$ cat config.mk
export PLATFORM = sky130hd
export DESIGN_NAME = srt_result_collector_flat
export DESIGN_NICKNAME = d
export VERILOG_FILES = /design/src/rtl/srt_result_collector_if.sv /design/src/rtl/srt_result_collector.sv /design/src/flat_wrapper.sv
export SDC_FILE = /design/constraint.sdc
export NUM_CORES = 1
export LEC_CHECK = 0
export ABC_AREA = 1
export BUFFER_PORTS_ARGS = -buffer_cell sky130_fd_sc_hd__buf_2
export CORE_MARGIN = 2
export CORE_UTILIZATION = 60
export CTS_CLUSTER_DIAMETER = 50
export DETAILED_ROUTE_END_ITERATION = 6
export GPL_ROUTABILITY_DRIVEN = 0
export PLACE_DENSITY = 0.78
export SYNTH_ARGS = -nofsm -noshare
export SYNTH_HDL_FRONTEND = slang
export SYNTH_SLANG_ARGS = --single-unit
$ cat constraint.sdc
create_clock -name aclk -period 8.8 [get_ports aclk]
set_input_delay 2.64 -clock aclk [delete_from_list [all_inputs] [get_ports aclk]]
set_output_delay 2.64 -clock aclk [all_outputs]
set_load 0.005 [all_outputs]
$ cat src/rtl/srt_result_collector_if.sv
`default_nettype none
// +--------------------------------------------------------------------------+
// | srt_result_collector_if: issue handshake, systolic results, AXIS output  |
// | Revision: 1.0                                                            |
// +--------------------------------------------------------------------------+
interface srt_result_collector_if #(
  parameter int OUT_WIDTH = 16
);
  logic                 s_valid;
  logic                 s_ready;
  logic [OUT_WIDTH-1:0] result0;
  logic [OUT_WIDTH-1:0] result1;
  logic [OUT_WIDTH-1:0] result2;
  logic [OUT_WIDTH-1:0] m_axis_tdata;
  logic                 m_axis_tvalid;
  logic                 m_axis_tready;
  logic                 m_axis_tlast;

  modport slave (
    input  s_valid, result0, result1, result2, m_axis_tready,
    output s_ready, m_axis_tdata, m_axis_tvalid, m_axis_tlast
  );

  modport master (
    output s_valid, result0, result1, result2, m_axis_tready,
    input  s_ready, m_axis_tdata, m_axis_tvalid, m_axis_tlast
  );
endinterface
`default_nettype wire

$ cat src/rtl/srt_result_collector.sv
`default_nettype none
// +--------------------------------------------------------------------------+
// | srt_result_collector: credit-gated capture of systolic result triplets,  |
// | FIFO buffering and 3-beat AXI-Stream serialisation.   Revision: 1.0      |
// +--------------------------------------------------------------------------+
module srt_result_collector #(
  parameter int OUT_WIDTH   = 16,
  parameter int SRT_LATENCY = 6,
  parameter int FIFO_DEPTH  = 8
) (
  input  wire logic                       aclk,
  input  wire logic                       areset,
  srt_result_collector_if.slave           bus,
  output logic [$clog2(FIFO_DEPTH):0]     fifo_level,
  output logic                            overflow
);
  localparam int PW = $clog2(FIFO_DEPTH);
  localparam int CW = PW + 1;
  localparam int WW = 3 * OUT_WIDTH;
  localparam logic [CW:0] DEPTH_C = (CW+1)'(FIFO_DEPTH);

  localparam logic [1:0] BEAT_B0 = 2'd0;
  localparam logic [1:0] BEAT_B1 = 2'd1;
  localparam logic [1:0] BEAT_B2 = 2'd2;

  logic                 w_issue, w_cap_en, w_hs, w_pop, w_push, w_full;
  logic [CW:0]          w_credit;
  logic [CW-1:0]        inflight_q, inflight_d;
  logic [CW-1:0]        count_q, count_d;
  logic [PW-1:0]        wr_ptr_q, rd_ptr_q;
  logic [1:0]           beat_q, beat_d;
  logic                 overflow_q;
  logic [WW-1:0]        mem_q [FIFO_DEPTH];
  logic [WW-1:0]        w_head;
  logic [OUT_WIDTH-1:0] w_word;

  // Every issued vector reserves a FIFO slot until its packet leaves.
  assign w_credit    = {1'b0, count_q} + {1'b0, inflight_q};
  assign bus.s_ready = !areset && (w_credit < DEPTH_C);
  assign w_issue     = bus.s_valid && bus.s_ready;

  // Stage 0 is the issue itself, so results are captured at the edge that
  // ends cycle issue+SRT_LATENCY-1.
  generate
    if (SRT_LATENCY == 1) begin : g_lat_one
      assign w_cap_en = w_issue;
    end else begin : g_lat_multi
      logic [SRT_LATENCY-2:0] dl_q;
      logic [SRT_LATENCY-1:0] w_shift;
      assign w_shift  = {dl_q, w_issue};
      assign w_cap_en = w_shift[SRT_LATENCY-1];
      always_ff @(posedge aclk) begin
        if (areset) dl_q <= '0;
        else        dl_q <= w_shift[SRT_LATENCY-2:0];
      end
    end
  endgenerate

  assign w_full = (count_q == CW'(FIFO_DEPTH));
  assign w_hs   = bus.m_axis_tvalid && bus.m_axis_tready;
  assign w_pop  = w_hs && (beat_q == BEAT_B2);
  assign w_push = w_cap_en && (!w_full || w_pop);

  always_comb begin
    inflight_d = inflight_q;
    if (w_issue && !w_cap_en)      inflight_d = inflight_q + CW'(1);
    else if (!w_issue && w_cap_en) inflight_d = inflight_q - CW'(1);
  end

  always_comb begin
    count_d = count_q;
    if (w_push && !w_pop)      count_d = count_q + CW'(1);
    else if (!w_push && w_pop) count_d = count_q - CW'(1);
  end

  always_comb begin
    beat_d = beat_q;
    if (w_hs) beat_d = (beat_q == BEAT_B2) ? BEAT_B0 : beat_q + 2'd1;
  end

  always_ff @(posedge aclk) begin
    if (areset) begin
      inflight_q <= '0;
      count_q    <= '0;
      wr_ptr_q   <= '0;
      rd_ptr_q   <= '0;
      beat_q     <= BEAT_B0;
      overflow_q <= 1'b0;
    end else begin
      inflight_q <= inflight_d;
      count_q    <= count_d;
      beat_q     <= beat_d;
      if (w_push) wr_ptr_q <= wr_ptr_q + PW'(1);
      if (w_pop)  rd_ptr_q <= rd_ptr_q + PW'(1);
      if (w_cap_en && w_full && !w_pop) overflow_q <= 1'b1;
    end
  end

  always_ff @(posedge aclk) begin
    if (!areset && w_push) mem_q[wr_ptr_q] <= {bus.result2, bus.result1, bus.result0};
  end

  assign w_head = mem_q[rd_ptr_q];

  always_comb begin
    w_word = w_head[OUT_WIDTH-1:0];
    case (beat_q)
      BEAT_B1: w_word = w_head[2*OUT_WIDTH-1:OUT_WIDTH];
      BEAT_B2: w_word = w_head[3*OUT_WIDTH-1:2*OUT_WIDTH];
      default: w_word = w_head[OUT_WIDTH-1:0];
    endcase
  end

  assign bus.m_axis_tvalid = (count_q != '0);
  assign bus.m_axis_tdata  = bus.m_axis_tvalid ? w_word : '0;
  assign bus.m_axis_tlast  = (beat_q == BEAT_B2) && bus.m_axis_tvalid;
  assign fifo_level        = count_q;
  assign overflow          = overflow_q;
endmodule
`default_nettype wire

$ cat src/flat_wrapper.sv
// flat-port wrapper written by rule: the top's interface ports become plain ports
module srt_result_collector_flat 
#(
  parameter int OUT_WIDTH   = 16,
  parameter int SRT_LATENCY = 6,
  parameter int FIFO_DEPTH  = 8
)
  (aclk, areset, fifo_level, overflow, bus_s_valid, bus_result0, bus_result1, bus_result2, bus_m_axis_tready, bus_s_ready, bus_m_axis_tdata, bus_m_axis_tvalid, bus_m_axis_tlast);
  srt_result_collector_if #(.OUT_WIDTH(OUT_WIDTH)) bus_i ();
  input  wire logic aclk;
  input  wire logic areset;
  output logic [$clog2(FIFO_DEPTH):0] fifo_level;
  output logic overflow;
  input wire logic [$bits(bus_i.s_valid)-1:0] bus_s_valid;
  input wire logic [$bits(bus_i.result0)-1:0] bus_result0;
  input wire logic [$bits(bus_i.result1)-1:0] bus_result1;
  input wire logic [$bits(bus_i.result2)-1:0] bus_result2;
  input wire logic [$bits(bus_i.m_axis_tready)-1:0] bus_m_axis_tready;
  output wire logic [$bits(bus_i.s_ready)-1:0] bus_s_ready;
  output wire logic [$bits(bus_i.m_axis_tdata)-1:0] bus_m_axis_tdata;
  output wire logic [$bits(bus_i.m_axis_tvalid)-1:0] bus_m_axis_tvalid;
  output wire logic [$bits(bus_i.m_axis_tlast)-1:0] bus_m_axis_tlast;
  assign bus_i.s_valid = bus_s_valid;
  assign bus_i.result0 = bus_result0;
  assign bus_i.result1 = bus_result1;
  assign bus_i.result2 = bus_result2;
  assign bus_i.m_axis_tready = bus_m_axis_tready;
  assign bus_s_ready = bus_i.s_ready;
  assign bus_m_axis_tdata = bus_i.m_axis_tdata;
  assign bus_m_axis_tvalid = bus_i.m_axis_tvalid;
  assign bus_m_axis_tlast = bus_i.m_axis_tlast;
  srt_result_collector #(.OUT_WIDTH(OUT_WIDTH), .SRT_LATENCY(SRT_LATENCY), .FIFO_DEPTH(FIFO_DEPTH)) u_core (.aclk(aclk), .areset(areset), .bus(bus_i), .fifo_level(fifo_level), .overflow(overflow));
endmodule
* Word level (Yosys, flattened, before mapping)
Memory sizes are Yosys's and may differ from the RTL's. A register that Yosys moved wholly into a read port is not among the register bits.
Cells that the tools add are included.
Widths: inputs -> output; s select.
** Operators by class
- Reduce and logical (&&, ||, !) cells :: 23
- Magnitude comparators :: 1
- $add $sub $neg :: 8
- Muxes and demuxes :: 11
- Equality and inequality tests :: 3
** Operators with widths (number)
- $pmux 16 s2 :: 1
- $mux 16 :: 1
- $mux 4 :: 4
- $logic_and 1x1->1 :: 13
- $add 4x1->4 const B :: 2
- $sub 4x1->4 const B :: 2
- $add 3x1->3 const B :: 2
- $logic_not 1->1 :: 6
- $mux 3 :: 2
- $add 4x4->5 :: 1
- $lt 5x4->1 const B :: 1
- $eq 4x4->1 const B :: 1
- $reduce_bool 2->1 :: 2
- $reduce_bool 4->1 :: 1
- $add 2x1->2 const B :: 1
- $eq 2x1->1 const B :: 1
- $eq 2x2->1 const B :: 1
- $mux 1 :: 2
- $mux 2 :: 1
- $logic_or 1x1->1 :: 1
** Storage, ports and cells
- Input port bits :: 52
- Flip-flop bits (word level) :: 22
- Memory bits (writable) :: 384
- Output and inout bits :: 24
- Word-level logic and storage cells :: 54
- Memories kept :: 1
** Memories
- u_core.mem_q :: depth 8, bits a word 48, rd ports 1, clocked after memory_dff 1, wr ports 1, RTL line srt_result_collector.sv:33 : logic [WW-1:0] mem_q [FIFO_DEPTH];

* Longest topological paths before layout
- Word-level depth :: 9
- Mapped depth :: 15
- Gate-level depth less buffers :: 15

* Worst setup path before layout
Ideal clock, no wire load.
- Path kind :: input-to-output
- Start point :: in areset
- End point :: out bus_s_ready
- Buffers on the path :: 1
- Cell stages on the path :: 4
- Data arrival time :: 3.075 ns
- Path slack :: 3.085 ns
- Data required time :: 6.160 ns
- Cells stage by stage :: clkbuf_1 -> inv_1 -> nand2_1 -> a21oi_1
** Between the ends
- Word-level cells in the longest chain between the ends :: 2
** Ends and longest elaborated chain
- from (decl) :: RTL line flat_wrapper.sv:11 : input wire logic areset;
- $logic_not 1->1 :: RTL line srt_result_collector.sv:39 : assign bus.s_ready = !areset && (w_credit < DEPTH_C);
- $logic_and 1x1->1 :: RTL line srt_result_collector.sv:39
- to (decl) :: RTL line flat_wrapper.sv:19 : output wire logic [$bits(bus_i.s_ready)-1:0] bus_s_ready;
Every way passes these cells.

==> impl_metrics.csv <==
group,metric,value,unit
worst_setup_path,crit_path_top_delay_cell,"inv_4",
grt,grt_max_degree,114,
routing,viasPerCell,5.71,
logic_synthesis,synth_fp_nets,1634,
timing,period_share,77.2,%
routing,m1WireLength,15800,um
timing,fmax,147,MHz
timing,clock-skew-final,17.2,ps
place,dpl.hpwl,20300,um
worst_setup_path,arrival,4160,ps
routing,totalWireLength,39100,um
worst_setup_path,worstPathRequired,6160,ps
floorplan,core_area,27900,um^2
timing,rsz0062_at_grt,"false",
routing,drc,0,
worst_setup_path,cp_common_cell,"nand3_1",
routing,drt-wirelength-per-cell,19.3,um
worst_setup_path,max_stage_delay,950,ps
place,dp_slack,2620,ps
floorplan,die_w,173,um
min_path,min_to,"u_core.g_lat_multi.dl_q[4]$_SDFF_PP0_",
timing,setup_slack,2000,ps
logic_synthesis,synthesis.area,17200,um^2
final_layout,area_growth,11.0,%
grt,grt_pass1_vias,11400,
grt,overflow,0,
routing,num_vias,11600,
logic_synthesis,synth_flop_cell,"edfxtp_1",
logic_synthesis,synthTopCellsByCount,"501 x nand2_1, 384 x edfxtp_1, 326 x nand3_1",
timing,fin_tns_setup,0,ps
floorplan,ios,76,
logic_synthesis,synth_most_common_cell,"nand2_1",
worst_setup_path,reg2reg_from,"u_core.beat_q[0]$_SDFFE_PP0P_",
floorplan,rows,61,
routing,drtIter0Drc,1328,
worst_setup_path,end_kind,"primary output",
logic_synthesis,netlist_instances,1565,
timing,finalSetupViolCount,0,
final_layout,drive_above_1_share,10.7,%
final_layout,fin_util,68.2,%
routing,dr_wl_met2,18500,um
timing,tightest_slew,1230,ps
clock_tree,htreeDepth,2,
logic_synthesis,synth_area_leaders,"edfxtp_1 67%, nand2_1 11%, nand3_1 9.5%, inv_1 3.2%, dfxtp_1 2.9%",
clock_tree,ctsHoldBuffers,0,
clock_tree,cts_resized,0,
min_path,min_path_cells,2,
clock_tree,cts_tree,"done",
logic_synthesis,yosysWarningCount,0,
routing,routed-wl-met3,3250,um
floorplan,die_h,173,um
logic_synthesis,synth_cell_types,26,
logic_synthesis,async_reset_ff_share,0,%
worst_setup_path,r2r_slack,4980,ps
worst_setup_path,timing.critical_path.cells,"inv_4, buf_4, nand2_1, nand3_1, nand3_1, nand3_1, nand3_1, nand2_1, inv_1, buf_2",
min_path,hp-class,"register to register",
floorplan,start_util,61.4,%
routing,ant_nets,0,
logic_synthesis,syn_area_per_cell,11.0,um^2
logic_synthesis,yosysTopAreaCellShare,67.2,%
logic_synthesis,ys_seq_area_share,70.1,%
power_and_ir_drop,p_per_area,203,nW/um^2
timing,drv_slew,0,
timing,post-route-min-period,6800,ps
timing,max_slew_margin,18.2,%
power_and_ir_drop,peakVddDrop,123,uV
place,dp_cells,1948,
logic_synthesis,ys_ff_latch,409,
clock_tree,clkTransAtPathRegs,60,ps
power_and_ir_drop,power,3870,uW
min_path,min_from,"u_core.g_lat_multi.dl_q[3]$_SDFF_PP0_",
worst_setup_path,reg2reg_to,"u_core.mem_q[1][21]$_DFFE_PP_",
final_layout,num-nets-final,1683,
grt,antenna_found_initial,7,
power_and_ir_drop,power.leakage,0.00750,uW
worst_setup_path,start_kind,"register",
clock_tree,insertion_delay,540,ps
grt,grt_pass1_wl,60900,um
final_layout,fin_cells,2028,
logic_synthesis,synth_top_cell_by_area,"edfxtp_1",
worst_setup_path,reg2reg_depth,7,
timing,finalHoldViolations,0,
clock_tree,postCtsSetupRepairBufs,0,
clock_tree,cts_made_buffers,42,
clock_tree,clockBufferDepth,3,
routing,first_pass_iters,6,
worst_setup_path,cp_max_fo,113,
grt,grt_usage,26.2,%
routing,routed.top_layer,"met5",
clock_tree,cts.sinks,409,
logic_synthesis,synth_edf_count,384,
run,cap_violations,0,
clock_tree,root_buffer,"clkbuf_16",
status,status,"completed",
floorplan,die_area,30000,um^2
place,portBuffers,75,
worst_setup_path,critPathKind,"register to primary output",
area by class of cell:
cell class              count  area [um^2]
flip-flops and latches    409        12000
fillers                  2019         8890
multi-input cells         913         4160
clock buffers              58         1170
inverters                 158          596
repair buffers             90          488
well taps                 378          473
clock inverters            16         91.3
diodes                      6         15.0
logic make-up (layout without fill, tap and decap cells):
group                      after synthesis  count (layout)  share of synthesized area, %
adders and majority gates               17              17                          1.33
xor gates and xnor gates                 9               9                         0.460
DFF                                    409             409                          70.1
buffers and inverters                  243             322                          5.94
other                                    0               6                             0
and+or+nand+nor                        865             865                          21.5
AOI/OAI and AO/OA                       22              22                         0.671
worst max-delay path: cells and delay by family, from the launching register on:
family                 cells  cell delay [ps]
buffers and inverters      4             1920
flip-flops                 1              640
AND/OR/NAND/NOR            6              820
placed cells by master, fill, tap and decap left out, types with 2 or more instances in the layout:
| cell | instances |
|---|---|
| buf_4 | 15 |
| nor2_4 | 8 |
| nor2_1 | 21 |
| clkbuf_16 | 45 |
| clkinv_2 | 10 |
| fa_1 | 2 |
| and2_1 | 2 |
| diode_2 | 6 |
| clkinv_1 | 2 |
| dfxtp_4 | 2 |
| dfxtp_1 | 22 |
| nand3_1 | 326 |
| xor2_1 | 5 |
| edfxtp_1 | 384 |
| a21oi_1 | 12 |
| inv_2 | 12 |
| nor3_1 | 2 |
| clkbuf_1 | 13 |
| ha_1 | 15 |
| xnor2_1 | 4 |
| o21ai_0 | 8 |
| inv_1 | 145 |
| clkinv_4 | 2 |
| buf_2 | 75 |
| nand2_1 | 501 |
layer usage:
metal  vias up  global-route usage [%]
met2       553                    42.0
met3        98                    4.42
met5         -                       0
met4         6                    12.5
li1       5361                       -
met1      5555                    35.4
how the worst max path moves through the flow:
| stage | from | endpoint | slack [ps] | depth (start not counted) |
|---|---|---|---|---|
| final | register | bus_m_axis_tdata[3] | 2000 | 10 |
| after global routing | register | bus_m_axis_tdata[3] | 1750 | 11 |
| after CTS | register | bus_m_axis_tdata[3] | 2100 | 10 |
| after detailed placement | areset | bus_s_ready | 2620 | 5 |
| after global placement | areset | bus_s_ready | 2650 | 5 |
| after floorplan | areset | bus_s_ready | 3090 | 4 |
report_power, final:
part,leakage (uW),internal [uW],total (uW),switching (uW)
clock,0.000625,935,1640,700
sequential,0.00366,2130,2130,4.74
combinational,0.00322,30.8,97.4,66.6
state kept, by name (all words and copies together), names as in the netlist, named ones only:
signal,flops
u_core.mem_q,384
u_core.g_lat_multi.dl_q,5
u_core.fifo_level,4
u_core.inflight_q,4
u_core.rd_ptr_q,3
u_core.wr_ptr_q,3
u_core.beat_q,2
u_core.overflow,1
per-stage QoR:
step	area (um^2)	hold slack [ps]
after floorplan	17200	388
after global placement	17800	391
after detailed placement	17800	398
after CTS	19000	402
after global routing	19000	417
final	19000	402
Note: power is estimated with default switching activity, not from simulation.
